===== src/rtl/mem_stage_hs.sv =====
// MEM stage: ALU pass-through or one dmem load/store per instruction; ALU/misaligned results 1 cycle, memory ops 1 + ack latency.
// Backpressure: ex_ready drops for the whole memory wait; memory side holds req until ack or TIMEOUT cycles elapse.
module mem_stage_hs #(
    parameter int ADDR_W  = 16,
    parameter int DST_W   = 5,
    parameter int TIMEOUT = 15
) (
    input  logic              i_clk,
    input  logic              i_reset,
    input  logic              i_ex_valid,
    output logic              o_ex_ready,
    input  logic [3:0]        i_ex_op,
    input  logic [DST_W-1:0]  i_ex_dst,
    input  logic [31:0]       i_ex_res,
    input  logic [31:0]       i_ex_stval,
    output logic [DST_W-1:0]  o_mem_dst,
    output logic              o_dmem_req,
    output logic              o_dmem_we,
    output logic [ADDR_W-1:0] o_dmem_addr,
    output logic [3:0]        o_dmem_be,
    output logic [31:0]       o_dmem_wdata,
    input  logic              i_dmem_ack,
    input  logic [31:0]       i_dmem_rdata,
    output logic              o_mem_valid,
    output logic [3:0]        o_mem_op,
    output logic [DST_W-1:0]  o_mem_dstq,
    output logic [31:0]       o_mem_res,
    output logic [31:0]       o_mem_memres,
    output logic              o_mem_exc,
    output logic              o_byp_valid,
    output logic [DST_W-1:0]  o_byp_dst,
    output logic [31:0]       o_byp_data
);
    typedef enum logic {S_IDLE, S_WAIT} state_t;

    state_t           r_state, w_state_nxt;
    logic [7:0]       r_cnt;
    logic [3:0]       r_op;
    logic [DST_W-1:0] r_dst;
    logic [31:0]      r_res;

    logic w_accept, w_is_mem, w_is_store, w_is_word, w_is_half, w_misalign, w_start;
    logic w_ack, w_tmo;
    logic [3:0]  w_be;
    logic [31:0] w_wdata;
    logic [15:0] w_lane;
    logic [31:0] w_ld_data;

    logic             w_o_vld, w_o_exc, w_o_load, w_byp_vld;
    logic [3:0]       w_o_op;
    logic [DST_W-1:0] w_o_dst;
    logic [31:0]      w_o_res, w_o_memres;

    assign o_ex_ready = (r_state == S_IDLE);
    assign o_mem_dst  = i_ex_valid ? i_ex_dst : '0;
    assign w_accept   = i_ex_valid && o_ex_ready;

    assign w_is_mem   = i_ex_op[3];
    assign w_is_store = (i_ex_op == 4'b1001) || (i_ex_op[3:1] == 3'b111);
    assign w_is_word  = (i_ex_op[3:1] == 3'b100);
    assign w_is_half  = (i_ex_op == 4'b1100) || (i_ex_op == 4'b1101) || (i_ex_op == 4'b1111);
    assign w_misalign = w_is_mem && ((w_is_half && i_ex_res[0]) || (w_is_word && (i_ex_res[1:0] != 2'b00)));
    assign w_start    = w_accept && w_is_mem && !w_misalign;

    assign w_ack = (r_state == S_WAIT) && i_dmem_ack;
    assign w_tmo = (r_state == S_WAIT) && !i_dmem_ack && (r_cnt == 8'(TIMEOUT - 1));

    always_comb begin
        w_be    = 4'b0001 << i_ex_res[1:0];
        w_wdata = {4{i_ex_stval[7:0]}};
        if (w_is_word) begin
            w_be    = 4'b1111;
            w_wdata = i_ex_stval;
        end else if (w_is_half) begin
            w_be    = i_ex_res[1] ? 4'b1100 : 4'b0011;
            w_wdata = {2{i_ex_stval[15:0]}};
        end
    end

    // Aligned accesses only, so shifting by the byte offset puts the wanted lane at bit 0.
    assign w_lane = 16'(i_dmem_rdata >> {r_res[1:0], 3'b000});

    always_comb begin
        case (r_op)
            4'b1000: w_ld_data = i_dmem_rdata;
            4'b1010: w_ld_data = {{24{w_lane[7]}}, w_lane[7:0]};
            4'b1011: w_ld_data = {24'd0, w_lane[7:0]};
            4'b1100: w_ld_data = {{16{w_lane[15]}}, w_lane[15:0]};
            4'b1101: w_ld_data = {16'd0, w_lane[15:0]};
            default: w_ld_data = '0;
        endcase
    end

    always_comb begin
        w_state_nxt = r_state;
        case (r_state)
            S_IDLE:  if (w_start) w_state_nxt = S_WAIT;
            S_WAIT:  if (w_ack || w_tmo) w_state_nxt = S_IDLE;
            default: w_state_nxt = S_IDLE;
        endcase
    end

    always_comb begin
        w_o_vld    = 1'b0;
        w_o_exc    = 1'b0;
        w_o_op     = '0;
        w_o_dst    = '0;
        w_o_res    = '0;
        w_o_memres = '0;
        if (w_accept && (!w_is_mem || w_misalign)) begin
            w_o_vld = 1'b1;
            w_o_exc = w_misalign;
            w_o_op  = i_ex_op;
            w_o_dst = i_ex_dst;
            w_o_res = i_ex_res;
        end else if (w_ack || w_tmo) begin
            w_o_vld    = 1'b1;
            w_o_exc    = w_tmo;
            w_o_op     = r_op;
            w_o_dst    = r_dst;
            w_o_res    = r_res;
            w_o_memres = w_ack ? w_ld_data : '0;
        end
    end

    assign w_o_load  = w_o_op[3] && !((w_o_op == 4'b1001) || (w_o_op[3:1] == 3'b111));
    assign w_byp_vld = w_o_vld && !w_o_exc && (!w_o_op[3] || w_o_load);

    always_ff @(posedge i_clk or posedge i_reset) begin
        if (i_reset) r_state <= S_IDLE;
        else         r_state <= w_state_nxt;
    end

    always_ff @(posedge i_clk or posedge i_reset) begin
        if (i_reset) begin
            r_cnt        <= '0;
            r_op         <= '0;
            r_dst        <= '0;
            r_res        <= '0;
            o_dmem_req   <= 1'b0;
            o_dmem_we    <= 1'b0;
            o_dmem_addr  <= '0;
            o_dmem_be    <= '0;
            o_dmem_wdata <= '0;
            o_mem_valid  <= 1'b0;
            o_mem_op     <= '0;
            o_mem_dstq   <= '0;
            o_mem_res    <= '0;
            o_mem_memres <= '0;
            o_mem_exc    <= 1'b0;
            o_byp_valid  <= 1'b0;
            o_byp_dst    <= '0;
            o_byp_data   <= '0;
        end else begin
            if (w_start) begin
                r_op         <= i_ex_op;
                r_dst        <= i_ex_dst;
                r_res        <= i_ex_res;
                o_dmem_req   <= 1'b1;
                o_dmem_we    <= w_is_store;
                o_dmem_addr  <= i_ex_res[ADDR_W+1:2];
                o_dmem_be    <= w_be;
                o_dmem_wdata <= w_wdata;
            end else if (w_ack || w_tmo) begin
                o_dmem_req <= 1'b0;
                o_dmem_we  <= 1'b0;
            end
            r_cnt        <= (r_state == S_WAIT && !w_ack && !w_tmo) ? r_cnt + 8'd1 : '0;
            o_mem_valid  <= w_o_vld;
            o_mem_op     <= w_o_op;
            o_mem_dstq   <= w_o_dst;
            o_mem_res    <= w_o_res;
            o_mem_memres <= w_o_memres;
            o_mem_exc    <= w_o_exc;
            o_byp_valid  <= w_byp_vld;
            o_byp_dst    <= w_byp_vld ? w_o_dst : '0;
            o_byp_data   <= w_byp_vld ? (w_o_load ? w_o_memres : w_o_res) : '0;
        end
    end
endmodule


===== config.mk =====
export PLATFORM = sky130hd
export DESIGN_NAME = mem_stage_hs
export DESIGN_NICKNAME = d
export VERILOG_FILES = /design/src/rtl/mem_stage_hs.sv
export SDC_FILE = /design/constraint.sdc
export NUM_CORES = 1
export LEC_CHECK = 0
export ABC_AREA = 0
export ABC_CLOCK_PERIOD_IN_PS = 7400
export CORE_MARGIN = 1.5
export CORE_UTILIZATION = 38
export DETAILED_ROUTE_END_ITERATION = 8
export PLACE_DENSITY = 0.72
export SLEW_MARGIN = 10
export SYNTH_ARGS = -nofsm -noshare
export SYNTH_HDL_FRONTEND = slang
export SYNTH_SLANG_ARGS = --single-unit

===== constraint.sdc =====
create_clock -name i_clk -period 7.4 [get_ports i_clk]
set_input_delay 1.48 -clock i_clk [delete_from_list [all_inputs] [get_ports i_clk]]
set_output_delay 1.48 -clock i_clk [all_outputs]
set_load 0.005 [all_outputs]

======== After elaboration in Yosys (flattened, before gate mapping) ========
Index checks and enable logic that the tools add are counted.
cells by class
  add/subtract/negate cells ............... 1
  eq/ne operators ......................... 14
  bitwise logic cells ..................... 1
  multiplexer cells ....................... 30
  reduce and logical (&&, ||, !) cells .... 33
  shift operators ......................... 2
operator list
  cell                   count
  $mux W32               9
  $pmux W32 S5           1
  $eq A4 B4 Y1 const B   10
  $shr A32 B5 Y16        1
  $mux W4                5
  $mux W5                4
  $logic_and A1 B1 Y1    15
  $eq A3 B3 Y1 const B   3
  $mux W1                9
  $add A8 B1 Y8 const B  1
  $eq A8 B4 Y1 const B   1
  $logic_not A1 Y1       8
  $logic_or A1 B1 Y1     8
  $mux W8                1
  $reduce_bool A2 Y1     2
  $shl A1 B2 Y4 const A  1
  $pmux W1 S2            1
  $not A1 Y1             1
storage, ports and cells
  output and inout bits ................... 173
  logic and storage cells ................. 100
  input bits .............................. 109
  register bits ........................... 217

======== Longest topological paths before layout ========
  depth in word-level cells ............... 16
  depth in mapped cells ................... 9
  mapped depth without buffers ............ 7

======== Least setup slack after synthesis ========
Ideal clock, no wire load.
  kind .................................... input to output
  start ................................... input i_ex_dst[0]
  end ..................................... output o_mem_dst[0]
  data required time ...................... 5.920 ns
  path slack .............................. 4.297 ns
  arrival time ............................ 1.623 ns
  stages .................................. 1
  path buffers ............................ 0
  cell sequence ........................... and2_1
on the way
  cells in the longest elaborated chain, start to end .. 1
ends and longest elaborated chain
  item         RTL line  source
  from (decl)  13        input logic [DST_W-1:0] i_ex_dst,
  $mux W5      55        assign o_mem_dst = i_ex_valid ? i_ex_dst : '0;
  to (decl)    16        output logic [DST_W-1:0] o_mem_dst,
No other way between the ends.

======== Worst setup path after layout ========
  start ................................... input i_ex_valid
  end ..................................... output o_mem_dst[2]
on the way
  cells in the longest elaborated chain, start to end .. 1
ends and longest elaborated chain
  item         RTL line  source
  from (decl)  10        input logic i_ex_valid,
  $mux W5      55
No other way between the ends.

==> metrics.txt <==
top_reg_cell synth=dfrtp_1; MaxCap Viol Count=0; post-synthesis adder-cell area fraction=0.2997%; htree depth=1; post-synth top area cell=dfrtp_1; Synth Area in XOR/XNOR=less than 1%; vias per std cell=around 5.2; Area contributors post-synth=dfrtp_1, nand2_1, nor2_1; Clk pin slew, worst setup/hold paths=about 60 ps; period utilization=57.73%; final wirelength=approximately 26000 um; hold_buf cts=0; die footprint=between 20000 and 25000 um2; R2R depth=5; Worst Hold End=o_dmem_wdata[7]; IO Port Bufs=between 200 and 300; Worst IR Drop VDD=between 100 and 150 uV; maximum clock path buffer count=3; Hold WC Path Type=reg -> reg; drt wl/cell=19.49 um; run status=finished clean; Layout Nets=1142; post-synthesis register bit count=between 200 and 250; vias in the first global route=between 6000 and 7000; area of the core=21690 um2; fin crit period=around 4300 ps; Placer Congestion=0.8421; via count=~6900; Async S/R FF share, synth=100.0%; Startpoint Class=input pin; Placed Cells=1287; I/O pin cnt=282; Synth Warn #=0; number of synthesized flops with an enable pin=0; post-cts resize count=0; CP Class=in -> out; Max Slew Vio Count=0; total CTS buffers=22; placed wire-length estimate=18410 um; hold path depth=2; share of cells above drive strength 1=between 6 and 7%; root buf cell=clkbuf_16; P_leak=~0.0054 uW; Simple-Gate Fraction of Synth Area=16.80%; Worst EP arrival=~2800 ps; Post-Syn Instances=just under 800; combinational family with the most area after synthesis=simple AND/OR/NAND/NOR gates; hold path start=o_dmem_wdata[7]; All-Layer GR Usage=between 20% and 30%; post-layout instance area=11960 um2; critical path endpoint category=primary output; Area Growth Syn to Fin=43.23%; Worst-Margin Slew=between 1000 and 1500 ps; Compound-Gate Fraction of Synth Area=between 10% and 20%; largest net degree at the start of global routing=146; reg-to-reg setup timing slack=4390 ps; Post-Route Skew=approximately 19 ps; final global-route overflow total=0; Syn Nets=approximately 900; fmax=~230 MHz; syn avg cell area=approximately 11 um2; Final setup viols=0; Synth top area share=around 60%; CP max FO=7; drt first-iter violations=428; post-placement cell area=around 11000 um2; RSZ-0062 raised after global routing=false; drt drc=0; mapped cell area=about 8400 um2; TritonCTS clock tree=built; height of the die=roughly 150 um; ANT cells=0; DRT Pass-1 Iters=5; mux cell area share after synthesis=approximately 3.4%; Starting Density=between 30% and 40%; final setup TNS=0 ps; fin cells=between 1000 and 1500; Worst R2R Start=r_res[1]; FF-to-FF End=o_byp_data[26]; post-CTS setup buffers=0; sequential-to-total area share from yosys stat=between 60% and 70%; most common cell in the netlist=nand2_1; Skew-Pair Late Insertion Delay=510 ps; antenna violations before repair=0; total power density per cell area=roughly 260 nW/um2; Fin. Hold Viols=0; relative slew slack=approximately 28%; first-pass GRT wire length=a little under 40000 um; antenna violation net count after detailed routing=0; Die Wd=about 150 um; worst endpoint required time=a little under 6000 ps; row cnt=54; Sink Count=201; Synth top cells by count=nand2_1, dfrtp_1, nor2_1; Synth cell types=48
## kinds of logic after synthesis
logic type                 Yosys count
and+or+nand+nor                    336
DFF                                201
AOI/OAI and AO/OA                  148
buffers and inverters               76
muxes                               17
xor gates and xnor gates             7
adders and majority gates            2
## state kept, by name, indices dropped and copies added, names as in the netlist
register	count
o_mem_res	32
o_dmem_we	1
o_mem_memres	32
o_dmem_addr	15
r_op	4
r_state	1
o_dmem_be	4
o_mem_valid	1
o_mem_op	4
o_dmem_wdata	32
r_res	17
o_byp_dst	5
r_dst	5
o_byp_valid	1
r_cnt	8
o_dmem_req	1
o_mem_exc	1
o_byp_data	32
o_mem_dstq	5
## power by group
group	switching, uW	leakage [uW]	internal, uW
Sequential	105	0.00263	1250
Combinational	308	0.00243	384
Clock	436	0.000348	651
## worst max-delay path, cell delays in order
cell and delay (ps):
clkdlybuf4s50_1 610, and2_1 170, clkdlybuf4s50_1 530
## worst max-delay path by stage
stage	startpoint	to	slack, ps	cells after the start
after floorplan	i_reset	o_byp_data[0]	440	1
after global placement	i_ex_op[2]	o_byp_data[1]	2940	6
after detailed placement	i_ex_op[2]	o_byp_data[14]	2900	6
after CTS	i_ex_valid	o_mem_dst[2]	3080	3
after global routing	i_ex_valid	o_mem_dst[2]	3010	3
final	i_ex_valid	o_mem_dst[2]	3130	3
## layout by cell type, fill, tap and decap left out, types with 2 or more instances in the layout
| master | n |
|---|---|
| a21oi_1 | 13 |
| a222oi_1 | 7 |
| a22o_1 | 23 |
| a31o_1 | 11 |
| a31o_2 | 3 |
| a31oi_1 | 27 |
| a32o_1 | 18 |
| a32oi_1 | 9 |
| and2_1 | 6 |
| and3_1 | 3 |
| buf_4 | 6 |
| bufinv_16 | 2 |
| clkbuf_1 | 7 |
| clkbuf_16 | 22 |
| clkbuf_8 | 3 |
| clkdlybuf4s50_1 | 281 |
| clkinv_2 | 2 |
| dfrtp_1 | 201 |
| ha_1 | 2 |
| inv_1 | 8 |
| mux2_2 | 9 |
| mux4_2 | 8 |
| nand2_1 | 234 |
| nand2b_1 | 10 |
| nand3_1 | 3 |
| nand3b_1 | 2 |
| nor2_1 | 56 |
| nor2b_1 | 7 |
| nor3b_1 | 3 |
| o211ai_1 | 2 |
| o21ai_0 | 8 |
| o31ai_1 | 18 |
| or2_2 | 2 |
| xnor2_1 | 4 |
| xor2_1 | 3 |
## area by class of cell
| class | count | area, um2 |
|---|---|---|
| Tap cell | 280 | 350.3 |
| Fill cell | 1918 | 9728 |
| Inverter | 9 | 41.29 |
| Timing Repair Buffer | 287 | 2858 |
| Multi-Input combinational cell | 510 | 2960 |
| Clock buffer | 32 | 618.1 |
| Sequential cell | 201 | 5030 |
| Clock inverter | 7 | 102.6 |
## layer usage
layer  vias to the layer above  part of all wire (%)  track usage [%]  routed length [um]
met2                       343                    47            36.55               12230
li1                       3178                     -                -                   -
met5                         -                     0                0                   0
met3                        52                    11            6.657                2761
met4                         0                   3.1            7.621                 794
met1                      3353                    39            28.55               10050
## through the flow
stage | setup WS [ps] | total power (uW) | hold WS (ps) | util, %
2_1_floorplan | 437.6 | 1669 | 446.0 | -
3_3_place_gp | 2936 | 2049 | 451.8 | 51.79
3_5_place_dp | 2897 | 2060 | 460.7 | 51.79
4_1_cts | 3081 | 3156 | 478.2 | 55.12
5_1_grt | 3013 | 3278 | 501.5 | 55.15
6_report | 3128 | 3130 | 475.0 | 55.15
(Power assumes the default switching activity.)
